<file path="config.mk">
export PLATFORM = sky130hd
export DESIGN_NAME = imem_arbiter
export DESIGN_NICKNAME = d
export VERILOG_FILES = /design/src/rtl/imem_pkg.sv /design/src/rtl/imem_addr_chk.sv /design/src/rtl/imem_arbiter.sv
export SDC_FILE = /design/constraint.sdc
export NUM_CORES = 1
export LEC_CHECK = 0
export ABC_CLOCK_PERIOD_IN_PS = 5480
export CAP_MARGIN = 20
export CORE_AREA = 2 2 92 94
export CTS_CLUSTER_SIZE = 20
export DETAILED_ROUTE_END_ITERATION = 8
export DIE_AREA = 0 0 94 96
export GPL_ROUTABILITY_DRIVEN = 0
export PLACE_DENSITY = 0.83
export SLEW_MARGIN = 20
export SYNTH_ARGS = -nofsm -noshare
export SYNTH_HDL_FRONTEND = slang
export SYNTH_SLANG_ARGS = --single-unit
</file>
<file path="constraint.sdc">
create_clock -name clk -period 5.48 [get_ports clk]
set_input_delay 1.096 -clock clk [delete_from_list [all_inputs] [get_ports clk]]
set_output_delay 1.096 -clock clk [all_outputs]
set_load 0.01 [all_outputs]
</file>
<file path="src/rtl/imem_pkg.sv">
// imem_pkg: shared types, constants and address check for the instruction memory arbiter
package imem_pkg;
  typedef enum logic [1:0] {OWN_NONE, OWN_FETCH, OWN_DBG} owner_e;
  localparam int WORD_OFFSET = 2;
  function automatic logic addr_ok(input logic [31:0] addr, input int aw);
    return (addr[1:0] == 2'b00) && ((addr >> (aw + WORD_OFFSET)) == 32'd0);
  endfunction
endpackage

</file>
<file path="src/rtl/imem_addr_chk.sv">
// imem_addr_chk: alignment/range check and word index extraction for a byte address
module imem_addr_chk
  import imem_pkg::*;
#(
  parameter int ADDR_WIDTH = 4
) (
  input  logic [31:0]           addr,
  output logic                  ok,
  output logic [ADDR_WIDTH-1:0] idx
);
  assign ok  = addr_ok(addr, ADDR_WIDTH);
  assign idx = addr[ADDR_WIDTH+1:WORD_OFFSET];
endmodule

</file>
<file path="src/rtl/imem_arbiter.sv">
// imem_arbiter: shares one single-port instruction memory between CPU fetch and debug ports
module imem_arbiter
  import imem_pkg::*;
#(
  parameter int ADDR_WIDTH   = 4,
  parameter int DATA_WIDTH   = 32,
  parameter int STARVE_LIMIT = 4
) (
  input  logic                  clk,
  input  logic                  reset,
  input  logic                  fetch_req,
  input  logic [31:0]           fetch_addr,
  output logic                  fetch_gnt,
  output logic                  fetch_rvalid,
  output logic [DATA_WIDTH-1:0] fetch_rdata,
  output logic                  fetch_err,
  input  logic                  dbg_req,
  input  logic                  dbg_we,
  input  logic [31:0]           dbg_addr,
  input  logic [DATA_WIDTH-1:0] dbg_wdata,
  output logic                  dbg_gnt,
  output logic                  dbg_rvalid,
  output logic [DATA_WIDTH-1:0] dbg_rdata,
  output logic                  dbg_err,
  output logic                  mem_en,
  output logic                  mem_we,
  output logic [ADDR_WIDTH-1:0] mem_addr,
  output logic [DATA_WIDTH-1:0] mem_wdata,
  input  logic [DATA_WIDTH-1:0] mem_rdata
);
  localparam logic [7:0] LIM = 8'(STARVE_LIMIT);
  logic [7:0]            starve_cnt;
  owner_e                resp_owner;
  logic                  resp_err;
  logic                  resp_we;
  logic                  dbg_win;
  logic                  fetch_win;
  logic                  addr_valid;
  logic [31:0]           sel_addr;
  logic [ADDR_WIDTH-1:0] sel_idx;
  assign dbg_win   = !reset && dbg_req && (!fetch_req || starve_cnt == LIM);
  assign fetch_win = !reset && fetch_req && !dbg_win;
  assign sel_addr  = dbg_win ? dbg_addr : fetch_addr;
  imem_addr_chk #(.ADDR_WIDTH(ADDR_WIDTH)) u_chk (
    .addr (sel_addr),
    .ok   (addr_valid),
    .idx  (sel_idx)
  );
  assign fetch_gnt = fetch_win;
  assign dbg_gnt   = dbg_win;
  assign mem_en    = (fetch_win || dbg_win) && addr_valid;
  assign mem_we    = mem_en && dbg_win && dbg_we;
  assign mem_addr  = mem_en ? sel_idx : '0;
  assign mem_wdata = mem_we ? dbg_wdata : '0;
  always_ff @(posedge clk) begin
    if (reset) begin
      starve_cnt <= '0;
      resp_owner <= OWN_NONE;
      resp_err   <= 1'b0;
      resp_we    <= 1'b0;
    end else begin
      starve_cnt <= (dbg_req && !dbg_win) ? ((starve_cnt == LIM) ? LIM : starve_cnt + 8'd1) : 8'd0;
      resp_owner <= dbg_win ? OWN_DBG : (fetch_win ? OWN_FETCH : OWN_NONE);
      resp_err   <= !addr_valid;
      resp_we    <= dbg_win && dbg_we;
    end
  end
  // responses are masked during reset so a pending one never escapes
  assign fetch_rvalid = !reset && resp_owner == OWN_FETCH;
  assign dbg_rvalid   = !reset && resp_owner == OWN_DBG;
  assign fetch_err    = fetch_rvalid && resp_err;
  assign dbg_err      = dbg_rvalid && resp_err;
  assign fetch_rdata  = (fetch_rvalid && !resp_err) ? mem_rdata : '0;
  assign dbg_rdata    = (dbg_rvalid && !resp_err && !resp_we) ? mem_rdata : '0;
endmodule

</file>
==> Word-level counts from Yosys, hierarchy flattened <==
Cells that the tools add are included.
{ "op_classes": {"n_addsub": 1, "eq_ne": 3, "mux": 8, "bitwise": 1, "n_reduce_logical": 30} }
{ "op_table": {"columns": ["cell", "n"], "rows": [
  ["two-way mux 32 bit", 4],
  ["logical NOT 32 bit", 1],
  ["logical AND 1 bit", 17],
  ["adder 8 x 1 -> 8 bit, second input constant", 1],
  ["equality test 8 x 3 -> 1 bit, second input constant", 1],
  ["logical NOT 1 bit", 6],
  ["two-way mux 4 bit", 1],
  ["OR reduction 2 bit", 2],
  ["two-way mux 3 bit", 1],
  ["OR reduction 3 bit", 1],
  ["equality test 2 x 1 -> 1 bit, second input constant", 1],
  ["equality test 2 bit, second input constant", 1],
  ["logical NOT 2 bit", 1],
  ["logical OR 1 bit", 2],
  ["two-way mux 2 bit", 1],
  ["two-way mux 1 bit", 1],
  ["NOT 1 bit", 1]
]} }
{ "totals": {"reg_bits": 12, "in_bits": 133, "out_inout_bits": 108, "wordCells": 49} }

==> Depth between registers and ports, before layout <==
Gate-level depths: netlist of the first run.
{ "depth": {"ltp_word": 10, "depth_mapped": 7, "depth_no_buf": 6} }

==> Hierarchy <==
A second synthesis of the first run with hierarchy kept.
{ "unflattened": {"cells_unflattened": 223, "area_unflattened_um2": 1866.8} }
{ "modules_own_cells": {"columns": ["module", "instances", "cells_per_inst", "area_each_um2", "seq_area_each_um2"], "rows": [
  ["imem_arbiter", 1, 209, 1771.7, 240.2],
  ["imem_addr_chk", 1, 14, 95.1, 0.0]
]} }

==> Least setup slack after synthesis of the first run <==
OpenSTA, ideal clock, no wires.
{ "synth_path": {"kind": "input to output", "startpoint": "in dbg_addr[7]", "endpoint": "out mem_addr[0]", "arrival_time_ns": 2.459, "required_time_ns": 4.384, "setup_slack_ns": 1.925, "cell_stages": 5, "path_buffers": 1, "cell_sequence": "nor4_1 > nand4_1 > or4b_1 > buf_2 > a211oi_1"} }
{ "synth_via": {"elab_chain_cells": 5} }
{ "synth_lines": {"columns": ["element", "line_no", "rtl"], "rows": [
  ["start, declared", "imem_arbiter.sv:19", "input logic [31:0] dbg_addr,"],
  ["two-way mux 32 bit", "imem_arbiter.sv:43", "assign sel_addr = dbg_win ? dbg_addr : fetch_addr;"],
  ["logical NOT 32 bit", "imem_pkg.sv:6", "return (addr[1:0] == 2'b00) && ((addr >> (aw + WORD_OFFSET)) == 32'd0);"],
  ["logical AND 1 bit", "imem_pkg.sv:6", null],
  ["logical AND 1 bit", "imem_arbiter.sv:51", "assign mem_en = (fetch_win || dbg_win) && addr_valid;"],
  ["two-way mux 4 bit", "imem_arbiter.sv:53", "assign mem_addr = mem_en ? sel_idx : '0;"],
  ["end, declared", "imem_arbiter.sv:27", "output logic [ADDR_WIDTH-1:0] mem_addr,"]
]} }
No other way between the ends.

==> Worst setup path after layout of the first run <==
{ "layout_path": {"startpoint": "in reset", "endpoint": "out mem_wdata[24]"} }
{ "layout_via": {"elab_chain_cells": 10, "elab_cells_between_ends": 15, "cone_classes": "mux: 2; reduce/logical: 13"} }
{ "layout_lines": {"columns": ["element", "line_no", "rtl"], "rows": [
  ["start, declared", "imem_arbiter.sv:10", "input logic reset,"],
  ["logical NOT 1 bit *", "imem_arbiter.sv:41, imem_arbiter.sv:42", null],
  ["logical AND 1 bit (2 in a row)", "imem_arbiter.sv:41", "assign dbg_win = !reset && dbg_req && (!fetch_req || starve_cnt == LIM);"],
  ["two-way mux 32 bit / logical NOT 1 bit (equally long branches)", "imem_arbiter.sv:43, imem_arbiter.sv:42", null],
  ["logical NOT 32 bit (tied with other cells)", "imem_pkg.sv:6", null],
  ["logical AND 1 bit / logical OR 1 bit (equally long branches)", "imem_pkg.sv:6, imem_arbiter.sv:51", null],
  ["logical AND 1 bit", "imem_arbiter.sv:51", null],
  ["logical AND 1 bit * (2 in a row)", "imem_arbiter.sv:52", "assign mem_we = mem_en && dbg_win && dbg_we;"],
  ["two-way mux 32 bit *", "imem_arbiter.sv:54", "assign mem_wdata = mem_we ? dbg_wdata : '0;"],
  ["end, declared", "imem_arbiter.sv:28", "output logic [DATA_WIDTH-1:0] mem_wdata,"]
]} }
Every way passes the cells marked *; elsewhere a longest branch is shown, timed or not.

==> results of run 1 <==
[layer usage]
layer | share of wire [%] | global-route usage [%] | wire [um] | up-vias
met4 | 1.9 | 3.86 | 145 | 0
met2 | 54 | 30.7 | 4200 | 153
met1 | 34 | 15.9 | 2700 | 1136
met5 | 0 | 0 | 0 | -
met3 | 10 | 3.29 | 793 | 11
li1 | - | - | - | 1280
[state kept, by name, indices dropped and copies added, names as in the netlist]
| name | cells |
|---|---|
| resp_we | 1 |
| resp_owner | 2 |
| starve_cnt | 8 |
| resp_err | 1 |
[cells by family after synthesis]
| kind of cell | after synthesis | synth area share (%) |
|---|---|---|
| adder cells (fa/ha/maj) | 2 | 1.55 |
| flip-flops | 12 | 14.9 |
| AND/OR/NAND/NOR | 155 | 58.5 |
| multiplexers | 4 | 2.79 |
| XOR/XNOR | 6 | 3.26 |
| buffers and inverters | 53 | 12.4 |
| AO/OA/AOI/OAI | 14 | 6.59 |
[worst min-delay path by stage]
stage	from	depth (start not counted)	endpoint
6_report	starve_cnt[0]	1	starve_cnt[0]
5_1_grt	starve_cnt[0]	1	starve_cnt[0]
4_1_cts	starve_cnt[0]	1	starve_cnt[0]
3_5_place_dp	starve_cnt[0]	1	starve_cnt[0]
3_3_place_gp	starve_cnt[0]	1	starve_cnt[0]
2_1_floorplan	starve_cnt[0]	1	starve_cnt[0]
[Yosys cell counts (all sizes together), types with 2 or more instances]
cell	number	area (um2)
and2	66	413
inv	36	135
nor3	32	160
clkbuf	16	60.1
nor4	15	109
dfxtp	12	240
nor2	8	30.0
nor2b	7	43.8
and4	5	43.8
nand3	5	25.0
nor3b	5	37.5
a211oi	4	30.0
a311oi	4	35.0
mux2	4	45.0
a21oi	3	15.0
nand4	3	18.8
xnor2	3	26.3
xor2	3	26.3
and3b	2	17.5
ha	2	25.0
nand2	2	7.51
[power breakdown]
part           internal (mW)  total, mW  switching (mW)
sequential            0.0891     0.0904         0.00128
clock                 0.0634     0.0956          0.0322
combinational          0.107      0.148          0.0407
[cell type report]
class	instances	area, um2	share of cell area (%)
clock buffer	4	55.1	1.32
inverter	36	135	3.24
multi-input combinational	181	1180	28.2
sequential	12	240	5.76
tap	105	131	3.15
timing repair buffer	244	2430	58.3
[worst register-to-register path: cells and delay by family (launching register included)]
family	cells	cell delay (ns)
simple gates	3	1.26
flops	1	0.36
compound gates	1	0.23
==> flow_summary.yaml, run 1 <==
status:
  status: "complete, no violations"
drt:
  viasPerCell: 4.43
  wl_per_cell_um: 13.5
  drc: 0
  postRouteAntennaNets: 0
  drt_iter0_markers: 43
  routed_wl_um: 7840
  first_pass_iters: 4
  num_vias: 2580
floorplan:
  row_count: 33
  die_area_um2: 9020
  initial_core_util_pct: 20.0
  num_io_pins: 241
  core_area_um2: 8050
  die_width_um: 94
  die_y_um: 96
setup_path:
  cp_max_fo: 34
  slowest_delay_ns: 0.61
  worstReg2RegStart: "starve_cnt[5]"
  cp-start-kind: "input port"
  crit_required_ns: 4.38
  worstPathCellList: "clkdlybuf4s50_1, nor2b_1, nand3_1, buf_4, nor3_1, clkdlybuf4s50_1"
  worst_path_max_delay_cell: "nor2b_1"
  reg2reg_slack_ns: 3.52
  crit_buf_inv: 3
  path_depth: 6
  endpoint: "mem_wdata[24]"
  r2r_cells: 4
  arrival_ns: 3.56
  end_kind: "output port"
  crit_family: "buffers and inverters"
  crit_type: "in2out"
  cp_common_cell: "clkdlybuf4s50_1"
  r2r_end: "resp_err"
  critical_path.startpoint: "reset"
timing:
  finalCriticalPeriod_ns: 4.66
  drv_slew: 0
  worst_pin_slew_ns: 0.680
  skew_ns: 0.000990
  rsz0062_at_grt: "no"
  max_clock_freq_mhz: 215
  fin_crit_sh_pct: 85.0
  relSlewSlack_pct: 54.6
  hold_slack_ns: 0.472
  setup_viol: 0
  worst_slack_ns: 0.824
  hold_viol_final: 0
  final.setup.tns_ns: 0
finish:
  area_growth_pct: 159
  instances_no_fill: 582
  fin_util_pct: 51.8
  nFillCells: 741
  antenna_cells: 0
  layout.nets: 613
  final_area_um2: 4170
  drive_gt1_share_pct: 3.14
  final_common_cell: "clkdlybuf4s50_1"
  final_cell_mix: "240 x clkdlybuf4s50_1, 66 x and2_1, 36 x inv_1, 32 x nor3_1, 14 x nor4_1"
logic_synthesis:
  synth-async-reset-ratio_pct: 0
  yosysWarningCount: 0
  ys.flop_type: "dfxtp_1"
  synth_nets: 381
  syn-cell-area_um2: 1610
  synth.distinct_cells: 31
  yosysSeqAreaShare_pct: 14.9
  netlist_instances: 246
  synth-seq-cells: 12
  avgSynthCellArea_um2: 6.56
  synth_edf_count: 0
placed_design:
  dp.cells: 578
  portBuffers: 240
  place_area_um2: 4120
  place_ws_ns: 0.842
  dp.final_hpwl_um: 6920
global_route:
  grt_remaining_overflow: 0
  grt_util_all_layers_pct: 15.2
  grt_pass1_wl_um: 11200
  antenna_found_initial: 0
  grt_pass1_vias: 2496
  grt_max_degree: 35
clock_tree:
  clock_latency_ns: 0.24
  clock_sinks: 12
  path_clk_slew_ns: 0.05
  clockRootBuffer: "clkbuf_8"
  tritoncts: "yes"
  postCtsSetupRepairBufs: 0
  cts_resized: 0
  h-tree-depth: 1
  cts_buffer_depth: 2
  cts_hold_buf: 0
  cts_buffers: 3
pwr:
  p_total_mw: 0.334
  cellPowerDensity_nw_per_um2: 80.0
  power.leakage_nw: 1.58
  ir_drop_v: 0.0000601
hold_path:
  min_path_type: "reg2reg"
job:
  max_cap_violations: 0
Power figures use the tool's default switching activity.
==> run 2: changes to the inputs <==
--- a/config.mk
+++ b/config.mk
@@ -5,14 +5,14 @@
 export SDC_FILE = /design/constraint.sdc
 export NUM_CORES = 1
 export LEC_CHECK = 0
-export ABC_CLOCK_PERIOD_IN_PS = 5480
+export ABC_CLOCK_PERIOD_IN_PS = 3900
 export CAP_MARGIN = 20
-export CORE_AREA = 2 2 92 94
+export CORE_ASPECT_RATIO = 0.75
+export CORE_UTILIZATION = 21
 export CTS_CLUSTER_SIZE = 20
 export DETAILED_ROUTE_END_ITERATION = 8
-export DIE_AREA = 0 0 94 96
 export GPL_ROUTABILITY_DRIVEN = 0
-export PLACE_DENSITY = 0.83
+export PLACE_DENSITY = 0.88
 export SLEW_MARGIN = 20
 export SYNTH_ARGS = -nofsm -noshare
 export SYNTH_HDL_FRONTEND = slang
==> constraint.sdc (replaced) <==
create_clock -name clk -period 3.9 [get_ports clk]
set_input_delay 0.78 -clock clk [delete_from_list [all_inputs] [get_ports clk]]
set_output_delay 0.78 -clock clk [all_outputs]
set_load 0.01 [all_outputs]
==> flow_summary.yaml, run 2 (same netlist as run 1, synthesis figures left out) <==
timing:
  skew_ns: 0.00363
  setup_viol: 0
  fin_crit_sh_pct: 96.9
  final.setup.tns_ns: 0
  drv_slew: 0
  hold_viol_final: 0
  relSlewSlack_pct: 68.6
  rsz0062_at_grt: "no"
  finalCriticalPeriod_ns: 3.78
  worst_slack_ns: 0.122
  worst_pin_slew_ns: 0.466
  max_clock_freq_mhz: 265
global_route:
  grt_remaining_overflow: 0
  grt_util_all_layers_pct: 19.9
  grt_pass1_vias: 2423
  grt_pass1_wl_um: 12300
  antenna_found_initial: 0
  grt_max_degree: 33
setup_path:
  worstReg2RegStart: "starve_cnt[0]"
  cp-start-kind: "input port"
  r2r_end: "resp_err"
  crit_type: "in2out"
  cp_max_fo: 18
  r2r_cells: 6
  end_kind: "output port"
  crit_required_ns: 3.12
  arrival_ns: 3.00
  reg2reg_slack_ns: 1.97
hold_path:
  min_path_type: "reg2reg"
  holdPathEnd: "starve_cnt[0]"
  hold_depth: 1
  hp-start: "starve_cnt[0]"
pwr:
  power.leakage_nw: 1.70
  cellPowerDensity_nw_per_um2: 111
  ir_drop_v: 0.000110
  p_total_mw: 0.477
placed_design:
  portBuffers: 240
  dp.final_hpwl_um: 7560
  place_ws_ns: -0.0776
  place_area_um2: 4200
floorplan:
  core_area_um2: 7400
  row_count: 27
  num_io_pins: 241
  initial_core_util_pct: 21.8
  die_width_um: 103
  die_y_um: 77.9
  die_area_um2: 8040
finish:
  area_growth_pct: 166
  top_register: "starve_cnt"
  layout.nets: 620
  drive_gt1_share_pct: 5.37
  largest_reg_flops: 8
  final_area_um2: 4290
  reg.largest.list: "starve_cnt: 8 flops, resp_owner: 2 flops"
  antenna_cells: 0
  final_cell_mix: "236 x clkdlybuf4s50_1, 66 x and2_1, 36 x inv_1, 32 x nor3_1, 12 x dfxtp_1"
  final_common_cell: "clkdlybuf4s50_1"
drt:
  routed_wl_um: 8620
  drt_iter0_markers: 57
  postRouteAntennaNets: 0
  first_pass_iters: 4
  num_vias: 2604
  wl_per_cell_um: 14.7
  drc: 0
  viasPerCell: 4.45
clock_tree:
  h-tree-depth: 1
  cts_buffer_depth: 2
  cts_hold_buf: 0
  clock_sinks: 12
  cts_buffers: 3
  postCtsSetupRepairBufs: 0
  clock_latency_ns: 0.24
  tritoncts: "yes"
  path_clk_slew_ns: 0.05
  clockRootBuffer: "clkbuf_8"
job:
  max_cap_violations: 0
status:
  status: "complete, no violations"
## run 2: cell count changes in the layout (fill, tap and decap cells not counted), sizes merged
| cell | before | now |
|---|---|---|
| clkdlybuf4s50 | 240 | 236 |
| dlymetal6s2s | 0 | 4 |
| buf | 4 | 11 |
## run 2: repair_timing
| action | in CTS | in global routing |
|---|---|---|
| setup endpoints to repair | 5 | 29 |
| gates cloned | 0 | 0 |
| pin swaps | 0 | 0 |
| endpoints found under the hold margin | 0 | 0 |
| gates resized for setup | 2 | 7 |
## run 2: per-layer routing
layer | global-route usage [%] | wire length [um]
met5 | 0 | 0
met4 | 5.77 | 210
met3 | 3.96 | 650
met2 | 37.9 | 4460
met1 | 21.9 | 3310
## run 2: worst max path at each step
stage / from / endpoint / slack [ns] / depth (start not counted)
after floorplan: dbg_addr[7] / mem_addr[0] / 0.98 / 5
after global routing: dbg_addr[0] / mem_wdata[17] / 0.03 / 7
after CTS: dbg_addr[0] / mem_addr[3] / 0.006 / 6
after global placement: dbg_addr[0] / mem_addr[1] / -0.005 / 6
after detailed placement: dbg_addr[0] / mem_addr[3] / -0.08 / 6
final: dbg_addr[0] / mem_wdata[0] / 0.12 / 7
## run 2: worst max-delay path: stages
cell and delay, ns:
clkdlybuf4s50_1 0.41, nor4_2 0.29, nand4_1 0.18, or2_4 0.35
buf_12 0.17, nor3_1 0.21, clkdlybuf4s50_1 0.60
## run 2: per-stage QoR
stage	utilization (%)	hold WS [ns]	std cells
2_1_floorplan	-	0.437	246
3_3_place_gp	56.8	0.455	581
3_5_place_dp	56.8	0.465	581
4_1_cts	57.7	0.483	585
5_1_grt	58.0	0.520	585
6_report	58.0	0.479	585
## run 2: where the power goes
part / switching, mW / internal [mW] / total (mW)
sequential: 0.00169 / 0.125 / 0.127
combinational: 0.0612 / 0.155 / 0.216
clock: 0.0451 / 0.0891 / 0.134
total: 0.108 / 0.369 / 0.477
## run 2: layout make-up
| type | count | area [um2] |
|---|---|---|
| clock buffers | 4 | 55.1 |
| fillers | 651 | 3110 |
| inverters | 36 | 135 |
| multi-input cells | 181 | 1200 |
| flip-flops and latches | 12 | 240 |
| well taps | 101 | 126 |
| repair buffers | 251 | 2530 |
==> run 3: changes to the inputs <==
--- a/config.mk
+++ b/config.mk
@@ -9,6 +9,7 @@
 export CAP_MARGIN = 20
 export CORE_ASPECT_RATIO = 0.75
 export CORE_UTILIZATION = 21
+export CTS_CLUSTER_DIAMETER = 200
 export CTS_CLUSTER_SIZE = 20
 export DETAILED_ROUTE_END_ITERATION = 8
 export GPL_ROUTABILITY_DRIVEN = 0
==> results of run 3 <==
Same layout as run 2: the final DEF is identical, and so are final timing and power.
